## config.mk

```make
export PLATFORM = sky130hd
export DESIGN_NAME = wb_port_arbiter_flat
export DESIGN_NICKNAME = d
export VERILOG_FILES = /design/src/rtl/wb_port_arbiter_if.sv /design/src/rtl/wb_port_arbiter.sv /design/src/flat_wrapper.sv
export SDC_FILE = /design/constraint.sdc
export NUM_CORES = 2
export LEC_CHECK = 0
export BUFFER_PORTS_ARGS = -buffer_cell sky130_fd_sc_hd__buf_2
export CORE_AREA = 2 2 529 531
export CTS_CLUSTER_SIZE = 25
export DETAILED_ROUTE_END_ITERATION = 7
export DIE_AREA = 0 0 531 533
export GPL_ROUTABILITY_DRIVEN = 1
export PLACE_DENSITY = 0.4
export SLEW_MARGIN = 5
export SYNTH_ARGS = -nofsm -noshare
export SYNTH_HDL_FRONTEND = slang
export SYNTH_SLANG_ARGS = --single-unit
```

## constraint.sdc

```tcl
create_clock -name clk_i -period 61.4 [get_ports clk_i]
set_clock_uncertainty 0.05 [all_clocks]
set_input_delay 15.35 -clock clk_i [delete_from_list [all_inputs] [get_ports clk_i]]
set_output_delay 15.35 -clock clk_i [all_outputs]
set_load 0.02 [all_outputs]
```

## src/rtl/wb_port_arbiter_if.sv

```systemverilog
// Bus bundle between the functional units, wb_port_arbiter and the scoreboard writeback ports.
// The exception struct is declared here so both sides share one layout.
interface wb_port_arbiter_if #(
    parameter int NR_FU         = 4,
    parameter int NR_WB_PORTS   = 3,
    parameter int TRANS_ID_BITS = 2
);
    typedef struct packed {
        logic [63:0] cause;
        logic [63:0] tval;
        logic        valid;
    } exception_t;

    logic [NR_FU-1:0]                          fu_valid_i;
    logic [NR_FU-1:0]                          fu_ready_o;
    logic [NR_FU-1:0][TRANS_ID_BITS-1:0]       fu_trans_id_i;
    logic [NR_FU-1:0][63:0]                    fu_result_i;
    exception_t [NR_FU-1:0]                    fu_ex_i;

    logic [NR_WB_PORTS-1:0]                    wb_valid_o;
    logic [NR_WB_PORTS-1:0][TRANS_ID_BITS-1:0] wb_trans_id_o;
    logic [NR_WB_PORTS-1:0][63:0]              wb_result_o;
    exception_t [NR_WB_PORTS-1:0]              wb_ex_o;

    modport master (
        output fu_valid_i, fu_trans_id_i, fu_result_i, fu_ex_i,
        input  fu_ready_o, wb_valid_o, wb_trans_id_o, wb_result_o, wb_ex_o
    );

    modport slave (
        input  fu_valid_i, fu_trans_id_i, fu_result_i, fu_ex_i,
        output fu_ready_o, wb_valid_o, wb_trans_id_o, wb_result_o, wb_ex_o
    );
endinterface

```

## src/rtl/wb_port_arbiter.sv

```systemverilog
// Writeback arbiter: one holding buffer per FU and round-robin grant of up to NR_WB_PORTS
// buffered results per cycle onto registered scoreboard writeback ports.
module wb_port_arbiter #(
    parameter int NR_FU         = 4,
    parameter int NR_WB_PORTS   = 3,
    parameter int TRANS_ID_BITS = 2
) (
    input  logic             clk_i,
    input  logic             rst_i,
    input  logic             flush_i,
    wb_port_arbiter_if.slave bus
);
    localparam int FU_IDX_W = (NR_FU > 1) ? $clog2(NR_FU) : 1;
    localparam int EX_BITS  = 129;

    logic [NR_FU-1:0]                          buf_valid_q;
    logic [NR_FU-1:0][TRANS_ID_BITS-1:0]       buf_trans_id_q;
    logic [NR_FU-1:0][63:0]                    buf_result_q;
    logic [NR_FU-1:0][EX_BITS-1:0]             buf_ex_q;
    logic [FU_IDX_W-1:0]                       rr_q;
    logic [FU_IDX_W-1:0]                       rr_d;

    logic [NR_FU-1:0]                          grant;
    logic [NR_FU-1:0]                          fu_ready;
    logic [NR_FU-1:0]                          capture;
    logic                                      any_grant;
    logic [NR_WB_PORTS-1:0]                    port_en;
    logic [NR_WB_PORTS-1:0][FU_IDX_W-1:0]      port_sel;

    logic [NR_WB_PORTS-1:0]                    wb_valid_q;
    logic [NR_WB_PORTS-1:0][TRANS_ID_BITS-1:0] wb_trans_id_q;
    logic [NR_WB_PORTS-1:0][63:0]              wb_result_q;
    logic [NR_WB_PORTS-1:0][EX_BITS-1:0]       wb_ex_q;

    // Scan from rr_q; the k-th full buffer found goes to port k until the ports run out.
    always_comb begin
        logic [FU_IDX_W-1:0] idx;
        logic [FU_IDX_W-1:0] last;
        int                  n_granted;
        grant     = '0;
        port_en   = '0;
        port_sel  = '0;
        idx       = '0;
        last      = rr_q;
        n_granted = 0;
        for (int k = 0; k < NR_FU; k++) begin
            idx = FU_IDX_W'((int'(rr_q) + k) % NR_FU);
            if (buf_valid_q[idx] && (n_granted < NR_WB_PORTS)) begin
                grant[idx] = 1'b1;
                for (int p = 0; p < NR_WB_PORTS; p++) begin
                    if (p == n_granted) begin
                        port_en[p]  = 1'b1;
                        port_sel[p] = idx;
                    end
                end
                n_granted = n_granted + 1;
                last      = idx;
            end
        end
        any_grant = (n_granted != 0);
        rr_d      = FU_IDX_W'((int'(last) + 1) % NR_FU);
    end

    assign fu_ready       = ~buf_valid_q | grant;
    assign capture        = bus.fu_valid_i & fu_ready;
    assign bus.fu_ready_o = fu_ready;

    always_ff @(posedge clk_i or posedge rst_i) begin
        if (rst_i) begin
            buf_valid_q    <= '0;
            buf_trans_id_q <= '0;
            buf_result_q   <= '0;
            buf_ex_q       <= '0;
            rr_q           <= '0;
        end else if (flush_i) begin
            buf_valid_q <= '0;
        end else begin
            for (int i = 0; i < NR_FU; i++) begin
                if (capture[i]) begin
                    buf_valid_q[i]    <= 1'b1;
                    buf_trans_id_q[i] <= bus.fu_trans_id_i[i];
                    buf_result_q[i]   <= bus.fu_result_i[i];
                    buf_ex_q[i]       <= bus.fu_ex_i[i];
                end else if (grant[i]) begin
                    buf_valid_q[i] <= 1'b0;
                end
            end
            if (any_grant) begin
                rr_q <= rr_d;
            end
        end
    end

    // Unused ports keep their old data; only the valid bit drops.
    always_ff @(posedge clk_i or posedge rst_i) begin
        if (rst_i) begin
            wb_valid_q    <= '0;
            wb_trans_id_q <= '0;
            wb_result_q   <= '0;
            wb_ex_q       <= '0;
        end else if (flush_i) begin
            wb_valid_q <= '0;
        end else begin
            wb_valid_q <= port_en;
            for (int p = 0; p < NR_WB_PORTS; p++) begin
                if (port_en[p]) begin
                    wb_trans_id_q[p] <= buf_trans_id_q[port_sel[p]];
                    wb_result_q[p]   <= buf_result_q[port_sel[p]];
                    wb_ex_q[p]       <= buf_ex_q[port_sel[p]];
                end
            end
        end
    end

    assign bus.wb_valid_o    = wb_valid_q;
    assign bus.wb_trans_id_o = wb_trans_id_q;
    assign bus.wb_result_o   = wb_result_q;
    assign bus.wb_ex_o       = wb_ex_q;

`ifndef SYNTHESIS
    logic dup_trans_id;

    always_comb begin
        dup_trans_id = 1'b0;
        for (int i = 0; i < NR_FU; i++) begin
            for (int j = i + 1; j < NR_FU; j++) begin
                if (buf_valid_q[i] && buf_valid_q[j] && (buf_trans_id_q[i] == buf_trans_id_q[j])) begin
                    dup_trans_id = 1'b1;
                end
            end
        end
    end

    a_unique_trans_id: assert property (@(posedge clk_i) disable iff (rst_i) !dup_trans_id);
`endif
endmodule

```

## src/flat_wrapper.sv

```systemverilog
// flat-port wrapper written by rule: the top's interface ports become plain ports
module wb_port_arbiter_flat 
#(
    parameter int NR_FU         = 4,
    parameter int NR_WB_PORTS   = 3,
    parameter int TRANS_ID_BITS = 2
)
  (clk_i, rst_i, flush_i, bus_fu_valid_i, bus_fu_trans_id_i, bus_fu_result_i, bus_fu_ex_i, bus_fu_ready_o, bus_wb_valid_o, bus_wb_trans_id_o, bus_wb_result_o, bus_wb_ex_o);
  wb_port_arbiter_if #(.NR_FU(NR_FU), .NR_WB_PORTS(NR_WB_PORTS), .TRANS_ID_BITS(TRANS_ID_BITS)) bus_i ();
  input  logic clk_i;
  input  logic rst_i;
  input  logic flush_i;
  input wire logic [$bits(bus_i.fu_valid_i)-1:0] bus_fu_valid_i;
  input wire logic [$bits(bus_i.fu_trans_id_i)-1:0] bus_fu_trans_id_i;
  input wire logic [$bits(bus_i.fu_result_i)-1:0] bus_fu_result_i;
  input wire logic [$bits(bus_i.fu_ex_i)-1:0] bus_fu_ex_i;
  output wire logic [$bits(bus_i.fu_ready_o)-1:0] bus_fu_ready_o;
  output wire logic [$bits(bus_i.wb_valid_o)-1:0] bus_wb_valid_o;
  output wire logic [$bits(bus_i.wb_trans_id_o)-1:0] bus_wb_trans_id_o;
  output wire logic [$bits(bus_i.wb_result_o)-1:0] bus_wb_result_o;
  output wire logic [$bits(bus_i.wb_ex_o)-1:0] bus_wb_ex_o;
  assign bus_i.fu_valid_i = bus_fu_valid_i;
  assign bus_i.fu_trans_id_i = bus_fu_trans_id_i;
  assign bus_i.fu_result_i = bus_fu_result_i;
  assign bus_i.fu_ex_i = bus_fu_ex_i;
  assign bus_fu_ready_o = bus_i.fu_ready_o;
  assign bus_wb_valid_o = bus_i.wb_valid_o;
  assign bus_wb_trans_id_o = bus_i.wb_trans_id_o;
  assign bus_wb_result_o = bus_i.wb_result_o;
  assign bus_wb_ex_o = bus_i.wb_ex_o;
  wb_port_arbiter #(.NR_FU(NR_FU), .NR_WB_PORTS(NR_WB_PORTS), .TRANS_ID_BITS(TRANS_ID_BITS)) u_core (.clk_i(clk_i), .rst_i(rst_i), .flush_i(flush_i), .bus(bus_i));
endmodule
```

==> flow_metrics.py <==
metrics = {
    "timing": {
        "setup_viol": 0,
        "rsz0062_at_grt": "false",
        "tightestPinTransition_ns": 1.305,
        "fin_crit_ns": 22.55,
        "slew_viol_final": 0,
        "hold_viol": 0,
        "relSlewSlack_pct": 13.03,
        "postLayoutSetupSlackWorst_ns": 38.85,
        "fmax_ghz": 0.04434,
        "finalCritPeriodShare_pct": 36.73,
        "setup_tns_ns": 0,
    },
    "worst_setup_path": {
        "cp_slowest_cell": "o22ai_1",
        "cpMostUsedCell": "ha_1",
        "cp-start-kind": "flip-flop",
        "cp_num_buf_inv": 2,
        "r2r_cells": 18,
        "path_class": "reg -> out",
        "slowest_delay_ns": 0.97,
        "cp_top_family": "simple AND/OR/NAND/NOR gates",
        "arrival_ns": 7.15,
        "worstPathCellList": "clkinv_1 -> ha_1 -> mux4_2 -> ha_1 -> or2_2 -> and2_1 -> ha_1 -> or2_2 -> o22ai_1 -> nand3_1 -> nand4_1 -> buf_2",
        "timing.rr.end": "u_core.bus.wb_ex_o[174]",
        "cp.required_ns": 46.00,
        "reg2reg_slack_ns": 50.34,
        "r2r_start": "u_core.rr_q[0]",
        "end_kind": "output pin",
        "path_max_fanout": 35,
    },
    "floorplan": {
        "dieHeight_um": 533,
        "num_io_pins": 1379,
        "start_util_pct": 24.46,
        "dieArea_sq_um": 283000,
        "die_w_um": 531,
        "rows": 194,
        "coreArea_sq_um": 277900,
    },
    "global_routing": {
        "antenna_found_initial": 212,
        "grt_overflow_total": 0,
        "gr-usage-met3_pct": 7.443,
        "use_met2_pct": 40.06,
        "globalRouteTotalUtil_pct": 24.37,
        "grt_pass1_vias": 56793,
        "grt_max_degree": 157,
        "top_usage_layer": "met2",
        "grt_pass1_wl_mm": 489.1,
        "grt_util_met1_pct": 29.75,
    },
    "power": {
        "p_int_w": 0.003099,
        "clkPwrFrac_pct": 17.3,
        "leakagePower_nw": 35.95,
        "p_comb_share_pct": 54.1,
        "power_density_nw_per_um2": 72.76,
        "p_seq_share_pct": 28.6,
        "switching_share_pct": 49.40,
        "p_sw_w": 0.003025,
        "ir_drop_mv": 0.09263,
    },
    "clock_network": {
        "post_cts_buffers": 0,
        "cts-buffers-inserted": 178,
        "cts_resized": 0,
        "cts-hold-fix-buffers": 0,
        "clock-sinks": 1374,
        "cts_tree": "yes",
        "worstSkewPairLatency_ns": 0.87,
        "root_buffer": "clkbuf_16",
        "htreeDepth": 4,
        "cts_buffer_depth": 4,
        "clkTransAtPathRegs_ns": 0.06,
    },
    "flow_run": {
        "maxCapViolCount": 0,
    },
    "layout": {
        "final_common_cell": "buf_2",
        "drive_above_1_share_pct": 37.15,
        "fillers": 28824,
        "layout_common_cells": "1377 x buf_2, 1373 x dfrtp_1, 914 x mux2i_1",
        "areaGrowthSynthToFinish_pct": 23.82,
        "final_nets": 7603,
    },
    "yosys": {
        "netlist_area_sq_um": 67990,
        "synth_edf_count": 0,
        "synth-seq-cells": 1374,
        "synth-seq-area-share_pct": 50.57,
        "yosysWarnings": 0,
        "async_reset_ff_share_pct": 100.0,
        "synth-main-ff-cell": "dfrtp_1",
        "syn_inst": 5642,
        "synth.net_count": 6446,
        "avgSynthCellArea_sq_um": 12.05,
        "synthDistinctLibCells": 59,
    },
    "detailed_routing": {
        "wl_mm": 358.2,
        "drtIter0Drc": 4177,
        "drc_errors": 0,
        "dr.pass1.iters": 6,
        "vias_per_cell": 5.259,
        "postRouteAntennaNets": 0,
        "wire_per_inst_um": 33.38,
        "num_vias": 56441,
    },
    "min_path": {
        "worstHoldPathType": "reg -> reg",
        "holdPathEnd": "u_core.bus.wb_ex_o[264]",
        "whs_path_depth": 2,
        "min_from": "u_core.bus.wb_ex_o[264]",
    },
    "placement": {
        "gp_congestion": 0.8516,
        "io_buffer_count": 1378,
        "hpwlAfterDp_mm": 238.2,
        "preCtsSetupSlack_ns": 39.86,
    },
    "run_status": {
        "outcome": "finished, final reports clean",
    },
}
## power groups by stage
| stage | logic [W] | clock network, W | registers [W] |
|---|---|---|---|
| after floorplan | 0.00193 | 0 | 0.00180 |
| after global placement | 0.00332 | 0 | 0.00175 |
| after detailed placement | 0.00334 | 0 | 0.00175 |
| after CTS | 0.00335 | 0.00109 | 0.00174 |
| after global routing | 0.00352 | 0.00112 | 0.00180 |
| final | 0.00331 | 0.00106 | 0.00175 |
## per-stage QoR
step | hold WS, ns | total power [W] | instances | instance area, sq um | util (%)
floorplan | 0.4730 | 0.003732 | 5642 | 67990 | -
global placement | 0.4176 | 0.005068 | 10342 | 78220 | 28.14
detailed placement | 0.4211 | 0.005095 | 10342 | 78220 | 28.14
CTS | 0.4347 | 0.006182 | 10640 | 83920 | 30.20
global route | 0.4554 | 0.006436 | 10668 | 84020 | 30.23
finish | 0.4296 | 0.006125 | 10732 | 84180 | 30.29
## registers in the layout, indices dropped and copies added (netlist names)
signal                    flops
u_core.buf_ex_q             516
u_core.buf_result_q         256
u_core.buf_trans_id_q         8
u_core.buf_valid_q            4
u_core.bus.wb_ex_o          387
u_core.bus.wb_result_o      192
u_core.bus.wb_trans_id_o      6
u_core.bus.wb_valid_o         3
u_core.rr_q                   2
## cell usage after synthesis (4+ instances only)
master	instances	area share (%)
dfrtp_1	1374	51
mux2i_1	916	13
mux2_2	785	13
nand2_1	599	3.3
o221ai_1	519	6.7
o211ai_1	261	2.9
clkbuf_1	209	1.2
nor2_1	205	1.1
buf_2	192	1.4
inv_1	88	0.49
buf_4	77	0.85
a211oi_1	68	0.75
o22ai_1	67	0.62
a2111o_1	66	1.1
a22o_1	66	0.85
buf_1	29	0.16
ha_1	16	0.29
nand3_1	16	0.12
a21oi_1	7	0.052
a21o_1	6	0.066
a22oi_1	6	0.066
buf_6	5	0.083
clkbuf_4	5	0.055
nand4_1	5	0.046
a221oi_1	4	0.052
nand2b_1	4	0.037
## cells by family (layout without fill, tap and decap cells)
kind of cell             count (synthesis)  after routing  share of synthesized area [%]
flip-flops                            1374           1374                          50.57
adder cells (fa/ha/maj)                 17             17                         0.3239
multiplexers                          1705           1705                          26.62
buffers and inverters                  607           1882                          4.214
AO/OA/AOI/OAI                         1093           1093                          13.42
AND/OR/NAND/NOR                        845            845                          4.829
other                                    0             91                              0
XOR/XNOR                                 1              1                        0.01289
## final cells by class
type | instances | area [sq um] | area share, %
diodes | 91 | 227.7 | 0.2705
clock buffers | 266 | 5238 | 6.222
clock inverters | 32 | 466.7 | 0.5544
inverters | 89 | 349.1 | 0.4147
multi-input cells | 3661 | 30960 | 36.79
flip-flops and latches | 1374 | 34390 | 40.85
well taps | 3724 | 4659 | 5.535
repair buffers | 1495 | 7885 | 9.367
## tightest hold or removal path, stage by stage, from the launching register on
cell,delay [ns]
dfrtp_1,0.33
nand2_1,0.05
o221ai_1,0.06
## how the worst max path moves through the flow
stage                               from            endpoint  slack (ns)  cells past startpoint
after global placement    u_core.rr_q[0]   bus_fu_ready_o[1]       39.74                     12
final                     u_core.rr_q[0]   bus_fu_ready_o[1]       38.85                     12
after floorplan                    rst_i  u_core.buf_ex_q[0]        7.26                      1
after detailed placement  u_core.rr_q[0]   bus_fu_ready_o[1]       39.86                     12
after global routing      u_core.rr_q[0]   bus_fu_ready_o[1]       38.47                     13
after CTS                 u_core.rr_q[0]   bus_fu_ready_o[1]       38.91                     12
## metal layers
metal / vias to the layer above / wire length [um]
li1: 23730 / -
met1: 29570 / 142300
met2: 2326 / 169200
met3: 675 / 31140
met4: 140 / 14700
met5: - / 868
No activity file was read; power rests on OpenSTA's default activity.
